`src/rtl/round_robin_or_bus_arbiter_pkg.sv`:
```
// rtl/round_robin_or_bus_arbiter_pkg.sv - shared constants and types for the round-robin OR-bus arbiter
// Purpose: requester count, data width, stall timeout, counter width and FSM state encoding.
package round_robin_or_bus_arbiter_pkg;

  localparam int N_REQ   = 8;
  localparam int WIDTH   = 8;
  localparam int TIMEOUT = 15;
  localparam int CNT_W   = 4;

  typedef enum logic {
    ST_IDLE = 1'b0,
    ST_BUSY = 1'b1
  } arb_state_e;

endpackage

```
`src/rtl/round_robin_or_bus_arbiter_rr_pick8.sv`:
```
// rtl/round_robin_or_bus_arbiter_rr_pick8.sv - combinational 8-way round-robin picker
// Purpose: find the first set request bit starting at ptr_i and wrapping modulo 8.
// Ports:
//   req_i    : request vector
//   ptr_i    : search start position
//   onehot_o : one-hot selection, zero when no request
//   idx_o    : index of the selection, zero when no request
//   any_o    : at least one request present
module rr_pick8 (
  input  logic [7:0] req_i,
  input  logic [2:0] ptr_i,
  output logic [7:0] onehot_o,
  output logic [2:0] idx_o,
  output logic       any_o
);

  logic [2:0] cand;

  always_comb begin
    onehot_o = '0;
    idx_o    = '0;
    any_o    = 1'b0;
    cand     = '0;
    for (int k = 0; k < 8; k++) begin
      // 3-bit addition wraps naturally, giving the modulo-8 search order
      cand = ptr_i + 3'(k);
      if (!any_o && req_i[cand]) begin
        any_o          = 1'b1;
        idx_o          = cand;
        onehot_o[cand] = 1'b1;
      end
    end
  end

endmodule

```
`src/rtl/round_robin_or_bus_arbiter.sv`:
```
// rtl/round_robin_or_bus_arbiter.sv - round-robin arbiter with locked bursts, stall eviction and OR-bus data mux
// Purpose: grants one of eight requesters, holds the grant until a last-beat handshake or an idle timeout,
//          and drives the owner's data onto an AND-OR bus.
// Ports:
//   CLK        : clock, rising edge
//   ASYNCRESET : asynchronous active-high reset
//   req        : per-requester request/valid
//   last       : per-requester final-beat marker (only meaningful for the owner on a handshake)
//   I0..I7     : per-requester data
//   ready      : sink accepts the current beat
//   gnt        : registered one-hot grant, zero when idle
//   owner      : index of the granted requester, zero when idle
//   valid      : owner is requesting while granted
//   O          : OR-bus of granted requester data
//   abort      : one-cycle pulse on timeout eviction
module round_robin_or_bus_arbiter #(
  parameter int N_REQ   = round_robin_or_bus_arbiter_pkg::N_REQ,
  parameter int WIDTH   = round_robin_or_bus_arbiter_pkg::WIDTH,
  parameter int TIMEOUT = round_robin_or_bus_arbiter_pkg::TIMEOUT
) (
  input  logic                     CLK,
  input  logic                     ASYNCRESET,
  input  logic [N_REQ-1:0]         req,
  input  logic [N_REQ-1:0]         last,
  input  logic [WIDTH-1:0]         I0,
  input  logic [WIDTH-1:0]         I1,
  input  logic [WIDTH-1:0]         I2,
  input  logic [WIDTH-1:0]         I3,
  input  logic [WIDTH-1:0]         I4,
  input  logic [WIDTH-1:0]         I5,
  input  logic [WIDTH-1:0]         I6,
  input  logic [WIDTH-1:0]         I7,
  input  logic                     ready,
  output logic [N_REQ-1:0]         gnt,
  output logic [$clog2(N_REQ)-1:0] owner,
  output logic                     valid,
  output logic [WIDTH-1:0]         O,
  output logic                     abort
);

  import round_robin_or_bus_arbiter_pkg::*;

  localparam int IDX_W = $clog2(N_REQ);
  localparam logic [CNT_W-1:0] TIMEOUT_C = CNT_W'(TIMEOUT);

  arb_state_e       state_q, state_d;
  logic [N_REQ-1:0] gnt_q, gnt_d;
  logic [IDX_W-1:0] owner_q, owner_d;
  logic [IDX_W-1:0] ptr_q, ptr_d;
  logic [CNT_W-1:0] cnt_q, cnt_d;
  logic             abort_q, abort_d;

  logic [N_REQ-1:0] pick_onehot;
  logic [IDX_W-1:0] pick_idx;
  logic             pick_any;
  logic             hs;
  logic [CNT_W-1:0] cnt_inc;
  logic [WIDTH-1:0] data [N_REQ];
  logic [WIDTH-1:0] o_acc;

  rr_pick8 u_pick (
    .req_i    (req),
    .ptr_i    (ptr_q),
    .onehot_o (pick_onehot),
    .idx_o    (pick_idx),
    .any_o    (pick_any)
  );

  assign data[0] = I0;
  assign data[1] = I1;
  assign data[2] = I2;
  assign data[3] = I3;
  assign data[4] = I4;
  assign data[5] = I5;
  assign data[6] = I6;
  assign data[7] = I7;

  // AND-mask each requester with its grant bit, then OR-reduce; an empty grant yields zero
  always_comb begin
    o_acc = '0;
    for (int i = 0; i < N_REQ; i++) begin
      o_acc = o_acc | (data[i] & {WIDTH{gnt_q[i]}});
    end
  end

  assign valid = req[owner_q] & (|gnt_q);
  assign hs    = valid & ready;

  // Idle counter saturates so a long stall can never wrap back below the threshold
  assign cnt_inc = (cnt_q == TIMEOUT_C) ? cnt_q : cnt_q + CNT_W'(1);

  always_comb begin
    state_d = state_q;
    gnt_d   = gnt_q;
    owner_d = owner_q;
    ptr_d   = ptr_q;
    cnt_d   = cnt_q;
    abort_d = 1'b0;
    unique case (state_q)
      ST_IDLE: begin
        gnt_d   = '0;
        owner_d = '0;
        cnt_d   = '0;
        if (pick_any) begin
          gnt_d   = pick_onehot;
          owner_d = pick_idx;
          state_d = ST_BUSY;
        end
      end
      ST_BUSY: begin
        if (hs && last[owner_q]) begin
          ptr_d   = owner_q + IDX_W'(1);
          gnt_d   = '0;
          owner_d = '0;
          cnt_d   = '0;
          state_d = ST_IDLE;
        end else if (req[owner_q]) begin
          // Owner still present (stalled by ready or mid-burst): not idle
          cnt_d = '0;
        end else begin
          cnt_d = cnt_inc;
          // Evict on the edge where the count reaches the threshold
          if (cnt_inc == TIMEOUT_C) begin
            abort_d = 1'b1;
            ptr_d   = owner_q + IDX_W'(1);
            gnt_d   = '0;
            owner_d = '0;
            cnt_d   = '0;
            state_d = ST_IDLE;
          end
        end
      end
      default: begin
        state_d = ST_IDLE;
        gnt_d   = '0;
        owner_d = '0;
        cnt_d   = '0;
      end
    endcase
  end

  always_ff @(posedge CLK or posedge ASYNCRESET) begin
    if (ASYNCRESET) begin
      state_q <= ST_IDLE;
      gnt_q   <= '0;
      owner_q <= '0;
      ptr_q   <= '0;
      cnt_q   <= '0;
      abort_q <= 1'b0;
    end else begin
      state_q <= state_d;
      gnt_q   <= gnt_d;
      owner_q <= owner_d;
      ptr_q   <= ptr_d;
      cnt_q   <= cnt_d;
      abort_q <= abort_d;
    end
  end

  assign gnt   = gnt_q;
  assign owner = owner_q;
  assign O     = o_acc;
  assign abort = abort_q;

endmodule

```
`config.mk`:
```
export PLATFORM = sky130hd
export DESIGN_NAME = round_robin_or_bus_arbiter
export DESIGN_NICKNAME = d
export VERILOG_FILES = /design/src/rtl/round_robin_or_bus_arbiter_pkg.sv /design/src/rtl/round_robin_or_bus_arbiter_rr_pick8.sv /design/src/rtl/round_robin_or_bus_arbiter.sv
export SDC_FILE = /design/constraint.sdc
export NUM_CORES = 1
export LEC_CHECK = 0
export ABC_AREA = 1
export CAP_MARGIN = 15
export CORE_AREA = 2 2 81 83
export CTS_CLUSTER_SIZE = 30
export DETAILED_ROUTE_END_ITERATION = 7
export DIE_AREA = 0 0 83 85
export HOLD_SLACK_MARGIN = 0.1
export PLACE_DENSITY = 0.81
export REMOVE_ABC_BUFFERS = 1
export SLEW_MARGIN = 20
export SYNTH_ARGS = -nofsm -noshare
export SYNTH_HDL_FRONTEND = slang
export SYNTH_SLANG_ARGS = --single-unit
export TNS_END_PERCENT = 50
```
`constraint.sdc`:
```
create_clock -name CLK -period 3.3 [get_ports CLK]
set_input_delay 0.33 -clock CLK [delete_from_list [all_inputs] [get_ports CLK]]
set_output_delay 0.33 -clock CLK [all_outputs]
set_load 0.02 [all_outputs]
```
==> flow_metrics.tcl <==
set metrics [dict create \
    worst_ir_drop_vdd_mv 0.833 \
    netlist.area_leader.share_pct 22.8 \
    hp-class "in -> async" \
    cts-root-buf "sky130_fd_sc_hd__clkbuf_8" \
    clkSlewWorstSetupHoldPaths_ps 70 \
    finalHoldViolations 0 \
    worstSetupPathType "reg -> out" \
    critPathArrivalTime_ps 2590 \
    multi_input_comb_area_sq_um 1990 \
    post_drt_wl_per_cell_um 14.5 \
    finalSetupTns_ps 0 \
    first_iter_violations 285 \
    yosys.area.top_type "sky130_fd_sc_hd__nand2_1" \
    yosys_warnings 0 \
    register_area_share_after_synthesis_pct 18.1 \
    areaGrowthSynthToFinish_pct 40.6 \
    route.detailed.drc 0 \
    grt_setup_unrepaired "no" \
    synth.most_common_cell "sky130_fd_sc_hd__nand2_1" \
    final_critical_path_setup_slack_ps 377 \
    wire_length_of_the_first_global_routing_pass_mm 15.8 \
    critical_path_peak_fanout 13 \
    synth_edf_count 0 \
    setup_violators_final 0 \
    routed_wirelength_mm 9.48 \
    max_freq_ghz 0.342 \
    route.vias.total 3608 \
    post_route_cells_drive_above_1_share_pct 6.06 \
    synthesis.instances 486 \
    cts_post_setup_buffers_inserted 0 \
    detail_route.vias_per_cell 5.51 \
    layout.area.seq_sq_um 500 \
    synth.ff_latch_count 20 \
    final_cells 655 \
    critical-path-max-stage-delay_ps 590 \
    starting_utilization_of_the_core_area_pct 44.5 \
    timing.critical_path.to_type "output port" \
    synthesis.area_sq_um 2760 \
    cp_slowest_cell "sky130_fd_sc_hd__dfrtp_1" \
    floorplan.io_pins 104 \
    fill_cells 583 \
    tritoncts "done" \
    place_hpwl_mm 7.53 \
    finalWorstPathRequiredPeriod_ps 2920 \
    power_leakage_nw 1.79 \
    chipHeight_um 85 \
    dp_worst_setup_slack_ps 559 \
    synthesis.area_per_instance_sq_um 5.68 \
    numPlacedInstances 651 \
    nNetsFinal 670 \
    path_common_cell "sky130_fd_sc_hd__o21ai_0" \
    cp_data_required_time_ps 2970 \
    globalRouteOverflowTotal 0 \
    finalWeightedCongestion 0.974 \
    worst_slew_pin_slew_ps 734 \
    antenna_cells_inserted 0 \
    grtUsageTotal_pct 26.4 \
    floorplan.rows 29 \
    timing.critical_path.from_type "flip-flop" \
    die_width_um 83 \
    clock-skew-final_ps 1.69 \
    yosysUniqueCellTypes 34 \
    clk_path_buf_depth 2 \
    io_buffers 103 \
    synthFlopType "sky130_fd_sc_hd__dfrtp_1" \
    die_area_sq_um 7060 \
    post_synth_main_area_contributors "sky130_fd_sc_hd__nand2_1 (23%), sky130_fd_sc_hd__dfrtp_1 (18%), sky130_fd_sc_hd__nand3_1 (12%)" \
    grt_pass1_vias 3342 \
    number_of_hold_buffers_added_after_cts 0 \
    htree_num_levels 1 \
    max_cap_violations 0 \
    largest_net_degree_at_the_start_of_global_routing 23 \
    cts.sink_count 20 \
    max_slew_margin_pct 51.0 \
    slew_viol_final 0 \
    postRouteAntennaNets 0 \
    outcome "complete, no violations" \
    cts_made_buffers 3 \
    final.period_utilization_pct 88.6 \
    drt_first_pass_iters 6 \
    insertion_delay_ps 250 \
    asyncSetResetFlopFracSynth_pct 100 \
    antenna_found_initial 0 \
    core_box_area_sq_um 6200 \
    crit_path_cell_trace "inv_1, o21ai_0, o22ai_1, o21ai_0, a21oi_1, clkdlybuf4s50_1" \
    netlist_top_cells_count "sky130_fd_sc_hd__nand2_1 (168), sky130_fd_sc_hd__nand3_1 (67), sky130_fd_sc_hd__nor2_1 (52), sky130_fd_sc_hd__inv_1 (33), sky130_fd_sc_hd__o21ai_0 (22)" \
    postCtsResizedCells 0 \
    power_density_nw_per_um2 975 \
]
==> report_power, final <==
| part | internal [mW] | switching, mW | total (mW) |
|---|---|---|---|
| sequential | 0.324 | 0.210 | 0.534 |
| combinational | 1.10 | 1.96 | 3.07 |
| clock | 0.106 | 0.0749 | 0.181 |
==> critical path, delay by kind of cell, from the launching register on <==
family / cells / cell delay, ps
buffers and inverters: 2 / 830
AO/OA/AOI/OAI: 4 / 900
flip-flops: 1 / 590
==> per-layer routing <==
metal / routed length [um] / GRT usage [%] / vias to the layer above / part of all wire [%]
met5: 0 / 0 / - / 0
met1: 4160 / 34.9 / 1608 / 44
met3: 712 / 2.24 / 7 / 7.5
li1: - / - / 1812 / -
met4: 90 / 5.37 / 0 / 0.95
met2: 4520 / 47.4 / 181 / 48
==> flip-flops by register name (all words and copies together), names as in the netlist <==
name	cells
gnt	8
cnt_q	4
owner	3
ptr_q	3
abort	1
state_q	1
==> per-stage QoR <==
| step | area (sq um) | power, mW | hold WS [ps] | util (%) |
|---|---|---|---|---|
| finish | 3880 | 3.78 | 505 | 62.5 |
| detailed placement | 3820 | 3.55 | 514 | 61.6 |
| floorplan | 2640 | 2.49 | 294 | - |
| global route | 3880 | 4.13 | 556 | 62.5 |
| global placement | 3820 | 3.50 | 506 | 61.6 |
| CTS | 3880 | 3.74 | 533 | 62.5 |
==> final timing paths <==
check                            from  endpoint  slack (ps)  cells after the start
hold / removal             ASYNCRESET  ptr_q[0]         500                      2
setup / recovery             owner[0]     valid         380                      6
max in group asynchronous  ASYNCRESET    gnt[5]        2330                      2
hold reg to reg              ptr_q[0]  ptr_q[0]         530                      2
setup reg to reg             ptr_q[0]  owner[0]         520                     14
min in group CLK             ptr_q[0]  ptr_q[0]         530                      2
==> layout make-up <==
cell class	instances	area share, %
Timing Repair Buffer	111	28.1
Clock buffer	4	1.42
Inverter	39	3.77
Sequential cell	20	12.9
Tap cell	77	2.48
Multi-Input combinational cell	404	51.3
==> logic make-up (layout without fill, tap and decap cells) <==
group                    count (synthesis)  in the layout  share of synthesized area (%)
AND/OR/NAND/NOR                        345            345                           56.6
buffers and inverters                   62            154                           9.75
adder cells (fa/ha/maj)                  8              8                           3.63
flip-flops                              20             20                           18.1
AO/OA/AOI/OAI                           49             49                           11.3
XOR/XNOR                                 2              2                          0.635
==> cell usage in the layout, fill, tap and decap left out, drive strengths merged <==
cell	synthesis	final
nand2	174	174
clkdlybuf4s50	0	103
nand3	70	70
nor2	57	57
inv	39	39
o21ai	25	25
nor3	20	20
dfrtp	20	20
nand4	18	18
a221oi	10	10
ha	8	8
buf	11	8
a21oi	7	7
a22o	4	4
clkbuf	12	4
nor3b	2	2
nor4	2	2
xnor2	2	2
nand3b	2	2
o221a	1	1
o22ai	1	1
o211ai	1	1
(Power assumes the default switching activity.)
==> variant: new RTL, same settings <==
Reset style: synchronous (`ASYNCRESET`), changed in one clocked block. Comments in the files are not updated.
--- a/src/rtl/round_robin_or_bus_arbiter.sv
+++ b/src/rtl/round_robin_or_bus_arbiter.sv
@@ -139,7 +139,7 @@
     endcase
   end
 
-  always_ff @(posedge CLK or posedge ASYNCRESET) begin
+  always_ff @(posedge CLK) begin
     if (ASYNCRESET) begin
       state_q <= ST_IDLE;
       gnt_q   <= '0;
Formal check against the unedited RTL: differs if ASYNCRESET is asserted again (counterexample within 4 cycles, from zero or initial values and one cycle with ASYNCRESET high); with ASYNCRESET held inactive, the same outputs for 10 cycles.
==> variant against the unedited design <==
Sequential cell count did not move; synthesized area down 0.68%; critical path type is now flip-flop to flip-flop; global-route usage increased by 1.4 points; cell count down 1.8%; worst setup slack got worse by 0.025 ns; hold slack improved by 0.074 ns; core utilization fell by 0.63 points; clock skew increased by 0.0036 ns; wire length rose by 5.2%; design area decreased by 1.0%.
Power is left out: it rests on default switching activity, and per cell area and clock period it moved more than threefold.
==> variant: results (changes against the unedited design) <==
Parameter                              Value

Yosys
  Number of different library cells in the post-synthesis netlist    36 (+5.9%)
  Sequential share of the synthesized area    14.6% (-3.5 points)
  Number of warning messages in the yosys log    0 (unchanged)
  Top post-synthesis cells by area    sky130_fd_sc_hd__nand2_1, sky130_fd_sc_hd__dfxtp_1, sky130_fd_sc_hd__nand3_1, sky130_fd_sc_hd__nor2_1, sky130_fd_sc_hd__inv_1
  Cell types with the highest counts after synthesis    sky130_fd_sc_hd__nand2_1, sky130_fd_sc_hd__nand3_1, sky130_fd_sc_hd__nor2_1, sky130_fd_sc_hd__inv_1, sky130_fd_sc_hd__o21ai_0
  Top cell type by total area after synthesis    sky130_fd_sc_hd__nand2_1
  Proportion of register bits with asynchronous set or reset after synthesis    0% (-100 points)
  Most used flip-flop cell after synthesis    sky130_fd_sc_hd__dfxtp_1

Timing
  Worst max-slew margin expressed relative to the limit    51.1% (+0.11 points)
  Setup clock skew after layout    0.00533 ns (+0.00364 ns)

Worst hold path
  Worst hold-check path type    flip-flop to flip-flop

Route
  1st-pass router iterations    5 (-1)
  Via count normalized by instance count    5.66 (+2.7%)
  Final Routed Wirelength    9.97 mm (+5.2%)
  Number of DRC markers after the initial detailed-route iteration    331 (+16%)

Clocking
  Clock Latency Late Sink    ~0.26 ns
  Number of setup buffers added after CTS    0 (unchanged)
  Num CTS Buffers    3 (unchanged)
  Root buffer cell    sky130_fd_sc_hd__clkbuf_8
  H-tree levels    1 (unchanged)
  Worst-path clk slew    0.07 ns (about the same)
  Resized Gates After CTS    0 (unchanged)
  Buffer depth of the longest clock path    2 (unchanged)

Global route
  Maximum number of pins on one net before global-route repair    15 (-35%)
  Antenna violations before repair    0 (unchanged)
  Number of global-route vias before repair    3,369 (+0.81%)
  Wire length of the first global-routing pass    16.4 mm (+4.3%)
  Global routing usage summed across all routing layers    27.9% (+1.4 points)

Layout
  Fraction of final layout cells sized beyond drive strength 1    8.66% (+2.6 points)
  Fillers    575 (-1.4%)
  Number of inserted diodes    0 (unchanged)
  Flip-flop count of the largest register after layout    8 (unchanged)
  Net count of the finished layout    658 (-1.8%)

Setup path
  Arrival time of data at the critical path endpoint    3.08 ns (+0.49 ns)
  CP max stage delay    0.61 ns (+0.02 ns)
  Worst-path cell with the longest stage delay    sky130_fd_sc_hd__dfxtp_1
  Worst-path fanout max    12 (-1)

Run status
  Result of the run    finished, final reports clean

Place
  Pre-CTS WS    0.387 ns (-0.172 ns)
  Detailed-placement wirelength estimate    7.99 mm (+6.1%)
  Weighted congestion reported at the end of routability-driven placement    1.02 (+4.9%)
  Total of buffers placed on input and output ports    103 (unchanged)
-- variant: metrics by stage --
stage | area, um^2 | hold WS [ns] | instances | util (%)
floorplan | 2610 | 0.392 | 452 | -
global placement | 3790 | 0.538 | 639 | 61.0
detailed placement | 3790 | 0.560 | 639 | 61.0
CTS | 3840 | 0.576 | 643 | 61.9
global route | 3840 | 0.600 | 643 | 61.9
finish | 3840 | 0.579 | 643 | 61.9
-- variant: critical path, delay by kind of cell, from the launching register on --
kind,cells,cell delay (ns)
AO/OA/AOI/OAI,1,0.22
adder cells (fa/ha/maj),1,0.26
buffers and inverters,2,0.23
AND/OR/NAND/NOR,10,1.49
flip-flops,1,0.61
-- variant: area by class of cell --
class,count,share of cell area [%]
well taps,77,2.51
inverters,38,3.75
clock buffers,4,1.43
flip-flops and latches,20,10.4
multi-input cells,394,53.7
repair buffers,110,28.2
-- variant: cell families (layout without fill, tap and decap cells) --
family	count (synthesis)	after routing	synth area share, %
AOI/OAI and AO/OA	66	66	16.0
xor gates and xnor gates	2	2	0.639
adders and majority gates	8	8	3.65
buffers and inverters	61	152	10.2
DFF	20	20	14.6
muxes	3	3	1.10
and+or+nand+nor	315	315	53.9
-- variant: routing by layer --
| layer | track usage, % | vias up | wire (um) |
|---|---|---|---|
| li1 | - | 1796 | - |
| met1 | 35.9 | 1597 | 4150 |
| met2 | 48.3 | 229 | 4650 |
| met3 | 4.67 | 17 | 1020 |
| met4 | 7.60 | 0 | 147 |
| met5 | 0 | - | 0 |
-- variant: worst paths after layout --
kind / from / cells after the start / slack [ns] / endpoint
min: cnt_q[3] / 2 / 0.58 / cnt_q[3]
min reg2reg: cnt_q[3] / 2 / 0.58 / cnt_q[3]
max reg2reg: ptr_q[1] / 14 / 0.35 / state_q
max: ptr_q[1] / 14 / 0.35 / state_q
